**src/rtl/if_id_buffer.sv**
```systemverilog
// IF/ID decoupling queue: circular FIFO of {instruction, pc+2} between
// fetch and decode, with backpressure on full and flush on a taken branch.
module if_id_buffer #(
    parameter int                DEPTH     = 2,
    parameter int                DATA_W    = 16,
    parameter int                ADDR_W    = 16,
    parameter logic [DATA_W-1:0] NOP_INSTR = '0
) (
    input  logic                         clk,
    input  logic                         rst_n,
    input  logic [DATA_W-1:0]            in_instruction,
    input  logic [ADDR_W-1:0]            in_next_address,
    input  logic                         in_valid,
    input  logic                         flush,
    output logic                         fetch_stall,
    output logic [DATA_W-1:0]            out_instruction,
    output logic [ADDR_W-1:0]            out_next_address,
    output logic                         out_valid,
    input  logic                         decode_ready,
    output logic [$clog2(DEPTH+1)-1:0]   occupancy
);

    localparam int PTR_W = $clog2(DEPTH);
    localparam int CNT_W = $clog2(DEPTH+1);

    logic [PTR_W-1:0]  wr_ptr;
    logic [PTR_W-1:0]  rd_ptr;
    logic [CNT_W-1:0]  count;
    logic [DATA_W-1:0] instr_mem [DEPTH];
    logic [ADDR_W-1:0] addr_mem  [DEPTH];
    logic              push;
    logic              pop;

    // Full is taken from the registered count only, so a same-cycle pop
    // never opens a slot for fetch: no combinational ready path.
    assign fetch_stall = (count == CNT_W'(DEPTH));
    assign out_valid   = (count != '0);
    assign occupancy   = count;

    assign push = in_valid & ~fetch_stall & ~flush;
    assign pop  = out_valid & decode_ready & ~flush;

    always_comb begin
        out_instruction  = NOP_INSTR;
        out_next_address = '0;
        if (out_valid) begin
            out_instruction  = instr_mem[rd_ptr];
            out_next_address = addr_mem[rd_ptr];
        end
    end

    always_ff @(posedge clk) begin
        if (push) begin
            instr_mem[wr_ptr] <= in_instruction;
            addr_mem[wr_ptr]  <= in_next_address;
        end
    end

    // Power-of-two depth lets the pointers wrap by plain overflow.
    always_ff @(posedge clk or negedge rst_n) begin
        if (!rst_n) begin
            wr_ptr <= '0;
            rd_ptr <= '0;
            count  <= '0;
        end else if (flush) begin
            wr_ptr <= '0;
            rd_ptr <= '0;
            count  <= '0;
        end else begin
            if (push)
                wr_ptr <= wr_ptr + PTR_W'(1);
            if (pop)
                rd_ptr <= rd_ptr + PTR_W'(1);
            unique case ({push, pop})
                2'b10:   count <= count + CNT_W'(1);
                2'b01:   count <= count - CNT_W'(1);
                default: count <= count;
            endcase
        end
    end

endmodule

```
**config.mk**
```make
export PLATFORM = sky130hd
export DESIGN_NAME = if_id_buffer
export DESIGN_NICKNAME = d
export VERILOG_FILES = /design/src/rtl/if_id_buffer.sv
export SDC_FILE = /design/constraint.sdc
export NUM_CORES = 1
export LEC_CHECK = 0
export CORE_MARGIN = 3
export CORE_UTILIZATION = 39
export CTS_CLUSTER_DIAMETER = 150
export DETAILED_ROUTE_END_ITERATION = 7
export PLACE_DENSITY = 0.77
export SLEW_MARGIN = 25
export SYNTH_ARGS = -nofsm -noshare
export SYNTH_HDL_FRONTEND = slang
export SYNTH_SLANG_ARGS = --single-unit
```
**constraint.sdc**
```tcl
create_clock -name clk -period 6.2 [get_ports clk]
set_input_delay 0.62 -clock clk [delete_from_list [all_inputs] [get_ports clk]]
set_output_delay 0.62 -clock clk [all_outputs]
set_load 0.03 [all_outputs]
```
* Yosys cells after proc, flatten, opt, wreduce, memory -nomap -nowiden
Memories as Yosys holds them, arrays and structs flattened. Cells that the tools add are included.
Operators by class: $add $sub $neg 4, equal/unequal tests 3, multiplexer cells 10, bitwise logic cells 6, reduce and logical (&&, ||, !) cells 4
Operator list (number):
- $mux 16 | 2
- $mux 1 | 6
- $reduce_bool 2->1 | 3
- $and 1x1->1 | 4
- $eq 2x2->1 const B | 2
- $pmux 2 s2 | 1
- $reduce_bool 3->1 | 1
- $add 1x1->1 const B | 2
- $add 2x1->2 const B | 1
- $eq 2x1->1 const B | 1
- $mux 2 | 1
- $not 1->1 | 2
- $sub 2x1->2 const B | 1
Word-level totals: bits in registers 4, RAM bits 64, input port bits 37, output and inout bits 36, word-level logic and storage cells 32, memories kept 2
Memory list:
- addr_mem | depth 2, width 16, read ports 1, clocked after memory_dff 0, write ports 1, line 30 | logic [ADDR_W-1:0] addr_mem [DEPTH];
- instr_mem | depth 2, width 16, read ports 1, clocked after memory_dff 0, write ports 1, line 29 | logic [DATA_W-1:0] instr_mem [DEPTH];

* Depth between registers and ports, before layout
Gate-level depths: netlist of the first run.
depth after elaboration 7, gate-level depth with buffers 4

* Worst setup path after synthesis of the first run
OpenSTA, ideal clock, no wires.
kind register to register, from register count[0], in the netlist occupancy[0], to memory addr_mem[1][0], enable pin, data arrival time 3.534 ns, setup slack 2.198 ns, cell stages (with the launch flop) 4, buffers on the path 0, clock period less this slack 4.002 ns, cells stage by stage dfrtp_1 -> nor2b_1 -> or2b_1 -> nor3b_1
On the way: longest elaborated chain between the ends 6
Ends and longest elaborated chain:
- from (decl) | line 28 | logic [CNT_W-1:0] count;
- from (signal assigned) | line 75 | 2'b10: count <= count + CNT_W'(1);
- from (signal assigned) | line 76 | 2'b01: count <= count - CNT_W'(1);
- from (signal assigned) | line 77 | default: count <= count;
- $eq 2x2->1 | line 36 | assign fetch_stall = (count == CNT_W'(DEPTH));
- via fetch_stall | line 15 | output logic fetch_stall,
- $not 1->1 | line 40 | assign push = in_valid & ~fetch_stall & ~flush;
- $and 1x1->1 (2 in a row) | line 40
- $mux 1 | line 53 | if (push) begin
- $mux 1 (not written as such) | line 55 | addr_mem[wr_ptr] <= in_next_address;
- to (decl) | line 30
The timed path passes the listed nets, and every way through them passes these cells.

* Worst setup path after layout of the first run
from register rd_ptr, to output port out_next_address[8]
On the way: longest elaborated chain between the ends 2
Ends and longest elaborated chain:
- from (decl) | line 27 | logic [PTR_W-1:0] rd_ptr;
- from (signal assigned) | line 73 | rd_ptr <= rd_ptr + PTR_W'(1);
- $mem_v2 2x16
- $mux 16 | line 46 | if (out_valid) begin
- to (decl) | line 17 | output logic [ADDR_W-1:0] out_next_address,
Every way passes these cells.

==> summary.md, run 1 <==
| Metric | Value |
|---|---|
| Status | `finished clean` |
| Clock buffer depth | `2` |
| Multi-input gate area | `about 580 sq um` |
| Yosys top cell by area | `edfxtp_1` |
| Fmax achieved | `335.6 MHz` |
| Filler instances | `~540` |
| CP delay by family, top | `flip-flops` |
| Pwr Density | `280.7 nW/um^2` |
| Syn Area/Cell | `between 15 and 20 sq um` |
| Crit start category | `flop` |
| Share of cells above drive strength 1 | `8.607%` |
| Post-synth EDFFs | `64` |
| Syn Std Cell Area | `2623 sq um` |
| Routed wire length per instance | `14.79 microns` |
| Sequential share of the synthesized area | `between 70% and 80%` |
| CP required | `about 5.6 ns` |
| Cells after synthesis | `about 160` |
| IO Pins | `73` |
| Cells on worst reg2reg path | `4` |
| Endpoint type of the worst setup path | `output pin` |
| Syn_nets | `198` |
| Rel. slew slack | `36.05%` |
| Overall routing resource usage | `between 10% and 20%` |
| Grt ovf | `0` |
| Core Util, Final | `56.59%` |
| Clock root cell | `clkbuf_8` |
| Final max-slew violation count | `0` |
| Final HPWL DP | `approximately 3.2 mm` |
| Hold-fix buffers at CTS | `0` |
| Slowest-stage cell, CP | `dfrtp_2` |
| Max H-tree Level | `3` |
| Register bit count reported by yosys | `68` |
| Worst endpoint data arrival time | `2.36 ns` |
| Final hold vios | `0` |
| Clock-pin slew on the worst setup and hold paths | `0.06 ns` |
| CP peak stage delay | `0.98 ns` |
| Period minus WS final | `2.980 ns` |
| Leakage | `0.001205 uW` |
| Seq. cell area | `between 2000 and 2500 sq um` |
| Initial antenna violation count | `0` |
| Die H | `between 80 and 90 microns` |
| Port Buf Inserts | `72` |
| Dpl cells | `a little over 300` |
| Largest net degree at the start of global routing | `35` |
| First-pass GRT wire length | `~7.4 mm` |
| Die W | `about 88 microns` |
| Max cap viols | `0` |
| Worst-path cell chain | `mux2i_1 > nor2_1 > clkdlybuf4s50_1` |
| Synth top area cells | `edfxtp_1 (73%), mux2i_1 (12%), nor2_1 (5.0%), dfrtp_1 (3.8%), buf_2 (1.3%)` |
| WL final | `4.749 mm` |
| Core box area | `6422 sq um` |
| RR Endpoint | `instr_mem[1][15]$_DFFE_PP_` |
| Routability cong. | `0.6664` |
| Setup bufs post-CTS | `0` |
| Initial Utilization | `between 40% and 50%` |
| CP max FO | `33` |
| CTS buffer count | `9` |
| FFs w/ async S/R, synth | `around 5.9%` |
| Final #Nets | `roughly 280` |
| Drt first pass iters | `4` |
| Yosys top cell area share | `about three quarters` |
| Synth top cells by count | `edfxtp_1 (64), nor2_1 (35), mux2i_1 (32), buf_2 (7), dfrtp_1 (4)` |
| Yosys warns | `0` |
| Setup Skew | `0.009084 ns` |
| Antenna diodes | `0` |
| Row Count | `29` |
| Most frequent cell after synthesis | `edfxtp_1` |
| Netlist cell types | `21` |
| Final worst path period share | `48.06%` |
| Total negative slack | `0 ns` |
| CTS tree | `yes` |
| Flop2flop setup slack | `3.82 ns` |
| Worst-Skew Late Latency | `about 0.33 ns` |
| Area of the die | `7744 sq um` |
| Hold Crit Class | `input pin to async pin` |
| Crit Path Class | `flop to output pin` |
| Worst Setup SP | `rd_ptr$_DFFE_PN0P_` |
| Via count | `about 1.5k` |
| RSZ-0062 raised after global routing | `no` |
| Final Non-Filler Cells | `321` |
| Worst Path Buf+Inv | `1` |
| DRT antenna net count | `0` |
| Setup violators final | `0` |
| Actual slew at the worst max-slew pin | `0.9593 ns` |
| Vias in the first global route | `1519` |
| Via density | `4.779` |
| Ys flop type | `edfxtp_1` |
| 1st-iter DRT viols | `76` |
| Peak VDD IR | `0.0002286 V` |
| Post_cts resized | `0` |
| Residual DRC | `0` |
| RR Startpoint | `occupancy[1]$_DFFE_PN0P_` |
| Layout area overhead | `38.60%` |
| Total clock sinks | `slightly below 70` |
==> sequential cells by signal, summed over array words and instances, names as in the netlist <==
register   cells
addr_mem      32
instr_mem     32
occupancy      2
rd_ptr         1
wr_ptr         1
==> worst register-to-register path, stage by stage, from the launching register on <==
cell and delay (ns):
dfrtp_1 0.44, nor2b_1 0.20, or2b_1 0.31, nor3b_4 0.71
buf_4 0.40
==> cell families (layout without fill, tap and decap cells) <==
group	count (synthesis)	count (layout)	synth area share (%)
multiplexers	32	32	12.21
flip-flops	68	68	77.10
buffers and inverters	9	92	1.622
AO/OA/AOI/OAI	7	7	1.479
AND/OR/NAND/NOR	44	44	7.252
XOR/XNOR	1	1	0.3340
==> power breakdown <==
| part | switching, uW | total, uW | internal (uW) | leakage (uW) |
|---|---|---|---|---|
| clock | 155 | 336 | 181 | 0.0000858 |
| combinational | 76.5 | 148 | 71.3 | 0.000481 |
| sequential | 14.9 | 536 | 521 | 0.000639 |
==> layout make-up <==
class / count / share of cell area [%]
clock inverters: 5 / 1.480
well taps: 77 / 2.651
flip-flops and latches: 68 / 55.66
inverters: 2 / 0.2065
repair buffers: 75 / 20.45
multi-input cells: 84 / 16.04
clock buffers: 10 / 3.511
==> cells in the final DEF, fill, tap and decap left out, types with 2 or more instances in the layout <==
cell type and count:
clkdlybuf4s50_1 72, edfxtp_1 64, nor2_1 34, mux2i_1 32, clkbuf_8 9, o21ai_0 3, dfrtp_1 3, buf_4 3
a21oi_1 2, clkinvlp_4 2
==> how the worst max path moves through the flow <==
stage / to / cells past startpoint
floorplan: addr_mem[1][0]$_DFFE_PP_ / 3
global route: out_next_address[15] / 3
finish: out_next_address[8] / 3
CTS: out_next_address[15] / 3
detailed placement: addr_mem[1][0]$_DFFE_PP_ / 4
global placement: addr_mem[1][2]$_DFFE_PP_ / 4
==> routing by layer <==
metal	global-route usage [%]	vias up	part of all wire, %
met4	7.113	0	1.8
met1	16.79	716	43
li1	-	753	-
met5	0	-	0
met2	20.68	55	48
met3	4.516	10	7.1
==> metrics by stage <==
step           power (uW)  hold WS (ns)  cell area, sq um  setup slack, ns
3_3_place_gp        692.3        0.5804              3441            3.018
6_report             1020        0.4935              3635            3.220
5_1_grt              1068        0.4842              3635            3.058
3_5_place_dp        696.2        0.6501              3453            3.207
2_1_floorplan       622.3        0.3244              2623            2.198
4_1_cts              1034        0.4873              3635            3.151
(Power assumes the default switching activity.)
==> run 2, diff against run 1 <==
- PLACE_DENSITY: 0.77 -> 0.8
- clock period: 6.2 -> 2.4 ns (I/O delays scaled with it)
==> run 2 against run 1 <==
Highest routed layer unchanged. Setup slack worse by 3.0 ns. Combinational power grew to 2.8 times the previous value. Die area stayed put. Register-to-register slack worse by 3.1 ns. Cell count is 1.2% higher. Critical path depth is 1 higher. Via count hardly changed. Sequential share of layout area is 1.5 points lower.
==> summary.md, run 2 (same netlist as run 1, synthesis figures left out) <==
| Metric | Value |
|---|---|
| Clock buffer depth | `2 (unchanged)` |
| Setup violators final | `0 (unchanged)` |
| Largest net degree at the start of global routing | `33 (-5.7%)` |
| Rel. slew slack | `77.21% (+41 points)` |
| CTS tree | `yes` |
| CP peak stage delay | `0.69 ns (-0.29 ns)` |
| Setup bufs post-CTS | `0 (unchanged)` |
| Peak VDD IR | `0.0003867 V (+69%)` |
| Share of cells above drive strength 1 | `11.29% (+2.7 points)` |
| Tot Pwr | `2850 uW (+180%)` |
| Fmax achieved | `463.8 MHz` |
| Total negative slack | `0 ns (unchanged)` |
| Grt ovf | `0 (unchanged)` |
| Worst endpoint data arrival time | `1.92 ns (-0.44 ns)` |
| Die H | `88 microns (unchanged)` |
| Layout area overhead | `42.51%` |
| Slowest-stage cell, CP | `clkdlybuf4s50_1` |
| Port Buf Inserts | `72 (unchanged)` |
| Core box area | `6422 sq um (unchanged)` |
| Final HPWL DP | `3.138 mm (-1.6%)` |
| Endpoint type of the worst setup path | `output pin` |
| First-pass GRT wire length | `7.051 mm (-4.7%)` |
| Via density | `4.717 (-1.3%)` |
| Via count | `1533 (-0.065%)` |
| Total clock sinks | `68 (unchanged)` |
| Clock-pin slew on the worst setup and hold paths | `0.07 ns (about the same)` |
| Residual DRC | `0 (unchanged)` |
| Period minus WS final | `around 2.2 ns` |
| Status | `finished clean` |
| Die W | `88 microns (unchanged)` |
| Leakage | `0.001255 uW (+4.2%)` |
| Clock root cell | `clkbuf_8` |
| Max H-tree Level | `3 (unchanged)` |
| Routability cong. | `0.6599 (-0.98%)` |
| CP required | `2.16 ns (-3.42 ns)` |
| Worst-Skew Late Latency | `0.32 ns (about the same)` |
| 1st-iter DRT viols | `52 (-32%)` |
| Max cap viols | `0 (unchanged)` |
| Vias in the first global route | `1564 (+3.0%)` |
| Initial Utilization | `40.83% (unchanged)` |
| Pwr Density | `762.6 nW/um^2 (+170%)` |
| Routed wire length per instance | `13.91 microns (-6.0%)` |
| Flop2flop setup slack | `0.68 ns (-3.14 ns)` |
| Row Count | `29 (unchanged)` |
| Actual slew at the worst max-slew pin | `0.3408 ns (-0.6185 ns)` |
| Initial antenna violation count | `0 (unchanged)` |
| WL final | `4.522 mm (-4.8%)` |
| Post_cts resized | `0 (unchanged)` |
| Hold Crit Class | `input pin to async pin` |
| Setup Skew | `0.005816 ns (-0.003268 ns)` |
| Final hold vios | `0 (unchanged)` |
| IO Pins | `73 (unchanged)` |
| CP max FO | `17 (-48%)` |
| Antenna diodes | `0 (unchanged)` |
| Overall routing resource usage | `12.51% (-0.91 points)` |
| Drt first pass iters | `4 (unchanged)` |
| Crit Path Class | `flop to output pin` |
| Commonest non-fill, non-tap cell in the layout | `clkdlybuf4s50_1` |
| Hold-fix buffers at CTS | `0 (unchanged)` |
| Commonest non-fill, non-tap cells in the layout | `clkdlybuf4s50_1 (72), edfxtp_1 (64), nor2_1 (34)` |
| Worst-path cell chain | `buf_4 > mux2i_1 > nor2_1 > clkdlybuf4s50_1` |
| CTS buffer count | `9 (unchanged)` |
| Final #Nets | `280 (+1.1%)` |
| Final worst path period share | `89.84%` |
| RSZ-0062 raised after global routing | `no` |
| Final max-slew violation count | `0 (unchanged)` |
| Area of the die | `7744 sq um (unchanged)` |
| DRT antenna net count | `0 (unchanged)` |
| Crit start category | `flop` |
## run 2: through the flow
stage	hold WS (ns)	setup slack, ns	instance area [sq um]	std cells	utilization (%)
floorplan	-0.05559	0.05521	2650	161	-
global placement	0.4663	0.5040	3506	309	54.59
detailed placement	0.4718	0.4814	3506	309	54.59
CTS	0.1043	0.2136	3737	325	58.19
global route	0.1110	0.1567	3737	325	58.19
finish	0.1164	0.2438	3737	325	58.19
## run 2: path summary, 6_finish.rpt
check / startpoint / end / cells after the start
worst max-delay path: rd_ptr$_DFFE_PN0P_ / out_instruction[3] / 4
worst min-delay path: rst_n / wr_ptr$_DFFE_PN0P_ / 1
worst max register to register: occupancy[1]$_DFFE_PN0P_ / addr_mem[1][10]$_DFFE_PP_ / 4
worst min register to register: wr_ptr$_DFFE_PN0P_ / wr_ptr$_DFFE_PN0P_ / 2
max in group asynchronous: rst_n / occupancy[0]$_DFFE_PN0P_ / 1
min in group clk: in_instruction[12] / instr_mem[1][12]$_DFFE_PP_ / 1
## run 2: critical path, delay by kind of cell (launching register included)
kind	cells	cell delay, ns
buffers and inverters	2	0.91
flip-flops	1	0.40
multiplexers	1	0.15
AND/OR/NAND/NOR	1	0.12
## run 2: cell type report
class / instances / area, sq um
Clock buffer: 11 / 131.4
Fill cell: 502 / 2685
Multi-Input combinational cell: 84 / 585.6
Sequential cell: 68 / 2026
Inverter: 2 / 7.507
Clock inverter: 5 / 100.1
Timing Repair Buffer: 78 / 790.8
Tap cell: 77 / 96.34
## run 2: per-layer routing
layer | global-route usage (%) | part of all wire [%] | vias up
li1 | - | - | 755
met4 | 7.113 | 2.1 | 0
met3 | 3.857 | 5.9 | 12
met5 | 0 | 0 | -
met2 | 21.64 | 53 | 50
met1 | 13.53 | 39 | 716
## run 2: report_power, final
group	internal, uW	switching, uW
Combinational	193	221
Sequential	1350	15.3
Clock	687	387
Total	2230	623
